===== config.mk =====
export PLATFORM = sky130hd
export DESIGN_NAME = conv_job_sequencer
export DESIGN_NICKNAME = d
export VERILOG_FILES = /design/src/rtl/conv_job_sequencer.sv
export SDC_FILE = /design/constraint.sdc
export NUM_CORES = 1
export LEC_CHECK = 0
export BUFFER_PORTS_ARGS = -buffer_cell sky130_fd_sc_hd__buf_2
export CORE_AREA = 2 2 486 488
export CTS_BUF_LIST = sky130_fd_sc_hd__clkbuf_4 sky130_fd_sc_hd__clkbuf_8
export DETAILED_ROUTE_END_ITERATION = 16
export DIE_AREA = 0 0 488 490
export GPL_TIMING_DRIVEN = 0
export SLEW_MARGIN = 20
export SYNTH_ARGS = -nofsm -noshare
export SYNTH_HDL_FRONTEND = slang
export SYNTH_SLANG_ARGS = --single-unit

===== constraint.sdc =====
create_clock -name clk_i -period 4.7 [get_ports clk_i]
set_clock_uncertainty 0.2 [all_clocks]
set_input_delay 0.94 -clock clk_i [delete_from_list [all_inputs] [get_ports clk_i]]
set_output_delay 0.94 -clock clk_i [all_outputs]
set_load 0.05 [all_outputs]

===== src/rtl/conv_job_sequencer.sv =====
// conv_job_sequencer
//   Runs one convolution job on the full_conv datapath. It holds six
//   stride x stride signed kernels, pulses the datapath reset at job start,
//   and streams img*img pixels into the datapath as it requests them. It also
//   counts output rows and raises a sticky error flag on protocol violations.
//
// Ports
//   clk_i, reset_ni        clock, asynchronous active-low reset
//   start_i, abort_i       job start pulse; synchronous abort (any non-IDLE state)
//   kern_*_i               kernel coefficient write (accepted only in IDLE)
//   pix_valid_i/pix_data_i upstream pixel stream; pix_ready_o accepts it
//   conv_*                 datapath handshake: reset, pixel out, request,
//                          row-valid pulse, finish
//   ker_flat_o             kernel k coeff j at [(k*stride*stride+j)*(N+1) +: N+1]
//   row_cnt_o, busy_o, done_o, err_o   job status
module conv_job_sequencer #(
    parameter int N       = 7,
    parameter int stride  = 5,
    parameter int im      = 28,
    parameter int img     = 32,
    parameter int TIMEOUT = 4096
) (
    input  logic                              clk_i,
    input  logic                              reset_ni,
    input  logic                              start_i,
    input  logic                              abort_i,
    input  logic                              kern_wr_en_i,
    input  logic [2:0]                        kern_sel_i,
    input  logic [4:0]                        kern_idx_i,
    input  logic [N:0]                        kern_wdata_i,
    input  logic                              pix_valid_i,
    input  logic [N:0]                        pix_data_i,
    output logic                              pix_ready_o,
    output logic                              conv_reset_n_o,
    output logic [N:0]                        conv_data_o,
    output logic                              conv_data_valid_o,
    input  logic                              conv_data_request_i,
    input  logic                              conv_valid_i,
    input  logic                              conv_finish_i,
    output logic [6*stride*stride*(N+1)-1:0]  ker_flat_o,
    output logic [4:0]                        row_cnt_o,
    output logic                              busy_o,
    output logic                              done_o,
    output logic                              err_o
);
    localparam int KSZ  = stride * stride;
    localparam int NPIX = img * img;
    localparam int PW   = $clog2(NPIX + 1);
    localparam int DW   = $clog2(TIMEOUT + 1);

    typedef enum logic [2:0] {S_IDLE, S_CLR, S_STREAM, S_DRAIN, S_DONE, S_ABORT} state_e;

    state_e                  state_q, state_d;
    logic [PW-1:0]           pix_cnt_q, pix_cnt_d;
    logic [DW-1:0]           drain_cnt_q, drain_cnt_d;
    logic [4:0]              row_cnt_q, row_cnt_d;
    logic                    err_q, err_d;
    logic [N:0]              conv_data_q, conv_data_d;
    logic                    conv_data_valid_q, conv_data_valid_d;
    logic [5:0][KSZ-1:0][N:0] ker_q;

    logic kern_ok, kern_we, pix_acc;

    assign kern_ok = (kern_sel_i <= 3'd5) && (kern_idx_i < 5'(KSZ));
    assign kern_we = kern_wr_en_i && kern_ok && (state_q == S_IDLE);

    // Abort gates the handshake so upstream never sees a pixel taken in the
    // cycle the job is being torn down.
    assign pix_ready_o = (state_q == S_STREAM) && !abort_i && conv_data_request_i
                         && (pix_cnt_q < PW'(NPIX));
    assign pix_acc     = pix_valid_i && pix_ready_o;

    assign conv_reset_n_o    = !((state_q == S_CLR) || (state_q == S_ABORT));
    assign busy_o            = (state_q != S_IDLE);
    assign done_o            = (state_q == S_DONE) && !abort_i;
    assign conv_data_o       = conv_data_q;
    assign conv_data_valid_o = conv_data_valid_q;
    assign row_cnt_o         = row_cnt_q;
    assign err_o             = err_q;
    assign ker_flat_o        = ker_q;

    always_comb begin
        state_d           = state_q;
        pix_cnt_d         = pix_cnt_q;
        drain_cnt_d       = drain_cnt_q;
        row_cnt_d         = row_cnt_q;
        err_d             = err_q;
        conv_data_d       = conv_data_q;
        conv_data_valid_d = 1'b0;

        if (abort_i && state_q != S_IDLE) begin
            // abort overrides every other event this cycle, err included
            state_d = S_ABORT;
        end else begin
            case (state_q)
                S_IDLE: begin
                    if (start_i) begin
                        state_d = S_CLR;
                        err_d   = 1'b0;
                    end
                end
                S_CLR: begin
                    state_d     = S_STREAM;
                    pix_cnt_d   = '0;
                    drain_cnt_d = '0;
                    row_cnt_d   = '0;
                    err_d       = 1'b0;
                end
                S_STREAM: begin
                    if (pix_acc) begin
                        conv_data_d       = pix_data_i;
                        conv_data_valid_d = 1'b1;
                        pix_cnt_d         = pix_cnt_q + 1'b1;
                    end
                    if (conv_finish_i) begin
                        err_d   = 1'b1;
                        state_d = S_DONE;
                    end else if (pix_acc && pix_cnt_q == PW'(NPIX - 1)) begin
                        state_d     = S_DRAIN;
                        drain_cnt_d = '0;
                    end
                end
                S_DRAIN: begin
                    if (conv_finish_i) begin
                        state_d = S_DONE;
                    end else if (drain_cnt_q == DW'(TIMEOUT - 1)) begin
                        err_d   = 1'b1;
                        state_d = S_DONE;
                    end else begin
                        drain_cnt_d = drain_cnt_q + 1'b1;
                    end
                end
                S_DONE: begin
                    if (row_cnt_q != 5'(im)) err_d = 1'b1;
                    state_d = S_IDLE;
                end
                default: state_d = S_IDLE;   // S_ABORT
            endcase

            if (conv_valid_i && (state_q == S_STREAM || state_q == S_DRAIN)) begin
                if (row_cnt_q == 5'(im)) err_d = 1'b1;
                else                     row_cnt_d = row_cnt_q + 1'b1;
            end

            // Applied after the start clear so a bad write in the start cycle still flags.
            if (kern_wr_en_i && (!kern_ok || state_q != S_IDLE)) err_d = 1'b1;
        end
    end

    always_ff @(posedge clk_i or negedge reset_ni) begin
        if (!reset_ni) begin
            state_q           <= S_IDLE;
            pix_cnt_q         <= '0;
            drain_cnt_q       <= '0;
            row_cnt_q         <= '0;
            err_q             <= 1'b0;
            conv_data_q       <= '0;
            conv_data_valid_q <= 1'b0;
        end else begin
            state_q           <= state_d;
            pix_cnt_q         <= pix_cnt_d;
            drain_cnt_q       <= drain_cnt_d;
            row_cnt_q         <= row_cnt_d;
            err_q             <= err_d;
            conv_data_q       <= conv_data_d;
            conv_data_valid_q <= conv_data_valid_d;
        end
    end

    always_ff @(posedge clk_i or negedge reset_ni) begin
        if (!reset_ni) begin
            ker_q <= '0;
        end else if (kern_we) begin
            ker_q[kern_sel_i][kern_idx_i] <= kern_wdata_i;
        end
    end

endmodule


==> impl_metrics.tcl, run 1 <==
set metrics [dict create \
    status "finished, final reports clean" \
    ys.flop_type "dfrtp_1" \
    rows 178 \
    synth_edf_count 0 \
    seq_area_frac_synth_pct 64.98 \
    clk_latency_ns 0.97 \
    start_kind "flop" \
    vias_per_cell 4.161 \
    synth_nets 3062 \
    drive_above_1_share_pct 63.23 \
    fp.dieW_um 488 \
    rr_endpoint "ker_flat_o[307]" \
    fin_tns_setup_ns 0 \
    leakagePower_nw 35.03 \
    synth.avg_cell_area_um2 15.81 \
    r2r_cells 9 \
    gp_routability_congestion 0.8414 \
    setup_violations 0 \
    antenna_found_initial 39 \
    arrival_ns 3.15 \
    yosys_warnings 0 \
    async_flop_share_pct 100.0 \
    overflow 0 \
    synth_top_area_share_pct 64.98 \
    hold_buffers 12 \
    area_delta_synth_final_pct 33.06 \
    synth.cell_area_um2 47830 \
    slew_headroom_pct 17.97 \
    grt_pass1_vias 33316 \
    track_usage_pct 17.19 \
    final.min_clock_period_ns 4.293 \
    fill_cells 24144 \
    cp-endpoint "pix_ready_o" \
    fin_crit_sh_pct 91.35 \
    path_class "flop to primary output" \
    worstPathRequired_ns 3.56 \
    core_um2 234100 \
    powerDensity_nw_per_um2 408.8 \
    io_pins 1252 \
    drtPass1Iterations 7 \
    max-vdd-ir-drop_v 0.0003174 \
    wire_per_inst_um 27.02 \
    cp-startpoint "state_q[1]" \
    cts_sinks 1242 \
    cts_buffer_depth 3 \
    drcViolationCount 0 \
    grt_start_max_net_pins 141 \
    finalHoldViolCount 0 \
    numCtsBuffers 213 \
    synthTopCellsByArea "dfrtp_1, mux2_2, mux2_1, clkbuf_1, nand2_1" \
    cts_setup_buffers 0 \
    wl_um 212400 \
    worstPathMaxFanout 10 \
    end_kind "primary output" \
    drv_cap 0 \
    postCtsResizedCells 0 \
    cts_max_level 4 \
    io_buffers 1240 \
    reg2reg_from "state_q[2]" \
    drtIter0Drc 1787 \
    yosysTopAreaCell "dfrtp_1" \
    nNetsFinal 4558 \
    root_buffer "clkbuf_8" \
    slew_violations 0 \
    rsz0062_at_grt "no" \
    reg2reg_slack_ns 0.52 \
    fmax_mhz 232.9 \
    syn_inst 3025 \
    synth-seq-cells 1242 \
    clkTransAtPathRegs_ns 0.06 \
    dp_hpwl_um 164200 \
    placed_area_um2 58650 \
    grt_pass1_wl_um 284500 \
    die_y_um 490 \
    vias 32708 \
    cts_tree "done" \
    synth.distinct_cells 59 \
    fin_util_pct 27.19 \
    dieArea_um2 239100 \
    fin_area_um2 63640 \
    worst_pin_slew_ns 1.230 \
    drtAntennaViolNets 0 \
    hold_path.class "input port to flop" \
    start_util_pct 20.43 \
]
where the power goes:
group | internal, W | switching (W)
logic | 0.000800 | 0.00286
registers | 0.0111 | 0.000243
clock network | 0.00622 | 0.00474
total | 0.0182 | 0.00785
critical path, stage by stage (launching register included):
cell	delay, ns
dfrtp_1	0.34
clkbuf_1	0.35
nor2b_1	0.44
nand2b_1	0.23
nor4b_1	0.47
buf_2	0.36
final cells by class:
type,instances,area (µm²),area share (%)
buffer,167,713.2,1.121
sequential,1242,31080,48.83
clock inverter,41,578.1,0.9083
timing repair buffer,1281,6897,10.84
tap,3150,3941,6.193
clock buffer,339,4222,6.633
inverter,11,41.29,0.06488
antenna,25,62.56,0.09830
multi-input combinational,1605,16110,25.31
cell usage after synthesis, drive strengths merged (2+ instances only):
cell / count
and2: 3
inv: 11
nor3: 14
nor2: 91
xnor2: 7
dfrtp: 1242
nand3: 22
nand4: 6
o21bai: 2
a22o: 3
or3: 3
ha: 4
nor2b: 11
a21o: 5
and3b: 2
mux2: 1209
o31ai: 5
o22ai: 2
a21oi: 5
o22a: 7
nand2: 134
clkbuf: 140
o21ai: 14
nand3b: 3
or3b: 2
a211o: 3
or2: 6
nor4: 9
nor4b: 3
buf: 27
nand2b: 6
or4: 2
and3: 7
nor3b: 5
kinds of logic after synthesis:
kind of cell             after synthesis  share of synthesized area [%]
AND/OR/NAND/NOR                      332                          3.994
flip-flops                          1242                          64.98
buffers and inverters                178                          1.488
adder cells (fa/ha/maj)                4                         0.1046
XOR/XNOR                               7                         0.1282
AO/OA/AOI/OAI                         52                         0.7612
multiplexers                        1210                          28.55
worst min path at each step:
| stage | from | endpoint | slack [ns] | cells past startpoint |
|---|---|---|---|---|
| final | pix_data_i[7] | conv_data_o[7] | 0.15 | 2 |
| after CTS | kern_wr_en_i | err_o | 0.01 | 4 |
| after global placement | ker_flat_o[569] | ker_flat_o[569] | 0.27 | 1 |
| after floorplan | pix_cnt_q[10] | pix_cnt_q[10] | 0.29 | 1 |
| after global routing | pix_data_i[7] | conv_data_o[7] | 0.07 | 2 |
| after detailed placement | ker_flat_o[583] | ker_flat_o[583] | 0.28 | 1 |
metrics by stage:
step                      setup slack, ns  power, W  std cells  hold slack (ns)
final                              0.4065   0.02602       7861           0.1511
after detailed placement         -0.03573   0.01526       7443           0.2754
after global routing               0.2056   0.02702       7840          0.07217
after CTS                          0.2454   0.02635       7835          0.01427
after floorplan                    0.8556   0.01387       3025           0.2898
after global placement             -24.86   0.01518       7415           0.2714
flip-flops by register name (all words and copies together) (netlist names):
signal,cells
state_q,3
row_cnt_o,5
pix_cnt_q,11
ker_flat_o,1200
conv_data_o,8
err_o,1
drain_cnt_q,13
conv_data_valid_o,1
layout by cell type (no fill, tap or decap), types with 14 or more instances in the layout:
master,count
nand3_1,19
clkbuf_1,118
clkbuf_2,16
nor2_4,21
mux2_1,52
nor2_1,35
clkbuf_8,268
mux2_2,1149
nand2_2,41
o21ai_0,14
dfrtp_1,1242
nand2_1,93
diode_2,25
buf_2,1250
clkbuf_4,77
nor2_2,35
routing by layer:
metal | track usage, % | wire (µm) | vias up
li1 | - | - | 13752
met1 | 21.78 | 89060 | 17197
met2 | 27.55 | 98370 | 1424
met3 | 5.415 | 18200 | 327
met4 | 5.745 | 6718 | 8
met5 | 0 | 46 | -
Power figures use the tool's default switching activity.
==> run 2: changes to the inputs <==
Settings changed: BUFFER_PORTS_ARGS -buffer_cell sky130_fd_sc_hd__buf_2 to default, DONT_BUFFER_PORTS from default to 1, SKIP_LAST_GASP from default to 1.
==> impl_metrics.tcl, run 2 (same netlist as run 1, synthesis figures left out) <==
set metrics [dict create \
    worstPathMaxFanout 10 \
    overflow 0 \
    gp_routability_congestion 0.8378 \
    drtIter0Drc 1652 \
    nNetsFinal 3318 \
    io_pins 1252 \
    grt_pass1_wl_um 270000 \
    io_buffers 0 \
    max-vdd-ir-drop_v 0.0002880 \
    drcViolationCount 0 \
    path_class "flop to flop" \
    drive_above_1_share_pct 49.90 \
    leakagePower_nw 28.12 \
    hold_path.class "input port to flop" \
    clkTransAtPathRegs_ns 0.07 \
    cts_setup_buffers 0 \
    worst_pin_slew_ns 1.166 \
    cts_sinks 1242 \
    start_kind "flop" \
    track_usage_pct 16.59 \
    largest_reg_flops 1200 \
    fin_crit_sh_pct 92.60 \
    setup_violations 0 \
    dp_hpwl_um 158000 \
    drv_cap 0 \
    drtPass1Iterations 5 \
    dieArea_um2 239100 \
    placed_area_um2 52390 \
    fp.dieW_um 488 \
    fin_area_um2 57410 \
    start_util_pct 20.43 \
    holdCritStartpoint "conv_valid_i" \
    vias 28397 \
    layout_common_cells "dfrtp_1, mux2_2, clkbuf_8, clkbuf_1, nand2_1" \
    final_common_cell "dfrtp_1" \
    status "finished, final reports clean" \
    cts_buffer_depth 3 \
    cts_max_level 4 \
    grt_start_max_net_pins 254 \
    numCtsBuffers 208 \
    drtAntennaViolNets 0 \
    grt_pass1_vias 29015 \
    fill_cells 24239 \
    die_y_um 490 \
    vias_per_cell 4.279 \
    arrival_ns 4.95 \
    rows 178 \
    wire_per_inst_um 31.00 \
    end_kind "flop" \
    area_delta_synth_final_pct 20.03 \
    slew_headroom_pct 22.06 \
    core_um2 234100 \
    final.min_clock_period_ns 4.352 \
    total_power_w 0.02538 \
    powerDensity_nw_per_um2 442.0 \
    wl_um 205700 \
    finalHoldViolCount 0 \
    cts_tree "done" \
    root_buffer "clkbuf_8" \
    reg2reg_slack_ns 0.35 \
    postCtsResizedCells 0 \
    dp_slack_ns -0.01610 \
    setup_ws_ns 0.3477 \
    cp-startpoint "state_q[2]" \
    worstPathRequired_ns 5.30 \
    antenna_found_initial 32 \
    fmax_mhz 229.8 \
    slew_violations 0 \
    rsz0062_at_grt "no" \
    hold_buffers 15 \
    clk_latency_ns 0.96 \
    reg2reg_from "state_q[2]" \
]
run 2: cell count changes in the layout (fill, tap and decap cells not counted), sizes merged:
cell and delta:
clkinv +13, diode +20, clkinvlp +6, buf -1238, clkbuf -29, bufinv +1
inv -1, dlygate4sd3 +3
run 2: cell type report:
cell class / count / area, µm² / share of cell area, %
Tap cell: 3150 / 3941 / 6.865
Antenna cell: 45 / 112.6 / 0.1961
Sequential cell: 1242 / 31080 / 54.13
Clock buffer: 310 / 3904 / 6.799
Buffer: 167 / 715.7 / 1.247
Clock inverter: 60 / 773.2 / 1.347
Inverter: 11 / 41.29 / 0.07192
Timing Repair Buffer: 46 / 737.0 / 1.284
Multi-Input combinational cell: 1605 / 16110 / 28.06
run 2: metal layers:
metal  track usage, %  share of wire [%]  up-vias
met4            5.262                2.5        2
met5                0             0.0063        -
li1                 -                  -    11292
met2            26.79                 47     1459
met3            6.743                 11      247
met1            19.99                 40    15397
run 2: path summary, 6_finish.rpt:
| check | endpoint | depth (start not counted) |
|---|---|---|
| setup reg to reg | ker_flat_o[257] | 9 |
| hold / removal | row_cnt_o[2] | 4 |
| max in group asynchronous | ker_flat_o[1117] | 7 |
| hold reg to reg | pix_cnt_q[1] | 1 |
| min in group asynchronous | ker_flat_o[837] | 2 |
| setup / recovery | ker_flat_o[257] | 9 |
run 2: power by group:
part	switching (W)	internal (W)
clock network	0.00481	0.00595
registers	0.00199	0.0111
logic	0.00102	0.000503
run 2: worst max-delay path, stage by stage, from the launching register on:
cell and delay, ns:
dfrtp_1 0.36, buf_2 0.17, or4b_1 0.73, buf_2 0.29, nor3_2 0.28, and2_1 0.17, buf_2 0.28, buf_2 0.34
nand2_1 0.74, mux2_2 0.56
run 2: per-stage QoR:
stage / hold slack, ns / instances / utilization (%) / setup TNS (ns)
detailed placement: 0.3164 / 6203 / 22.38 / -0.5659
CTS: 0.004503 / 6588 / 24.44 / 0
floorplan: 0.2898 / 3025 / - / 0
finish: 0.1900 / 6636 / 24.53 / 0
global route: 0.08670 / 6606 / 24.50 / 0
global placement: 0.3110 / 6175 / 22.12 / -59.96
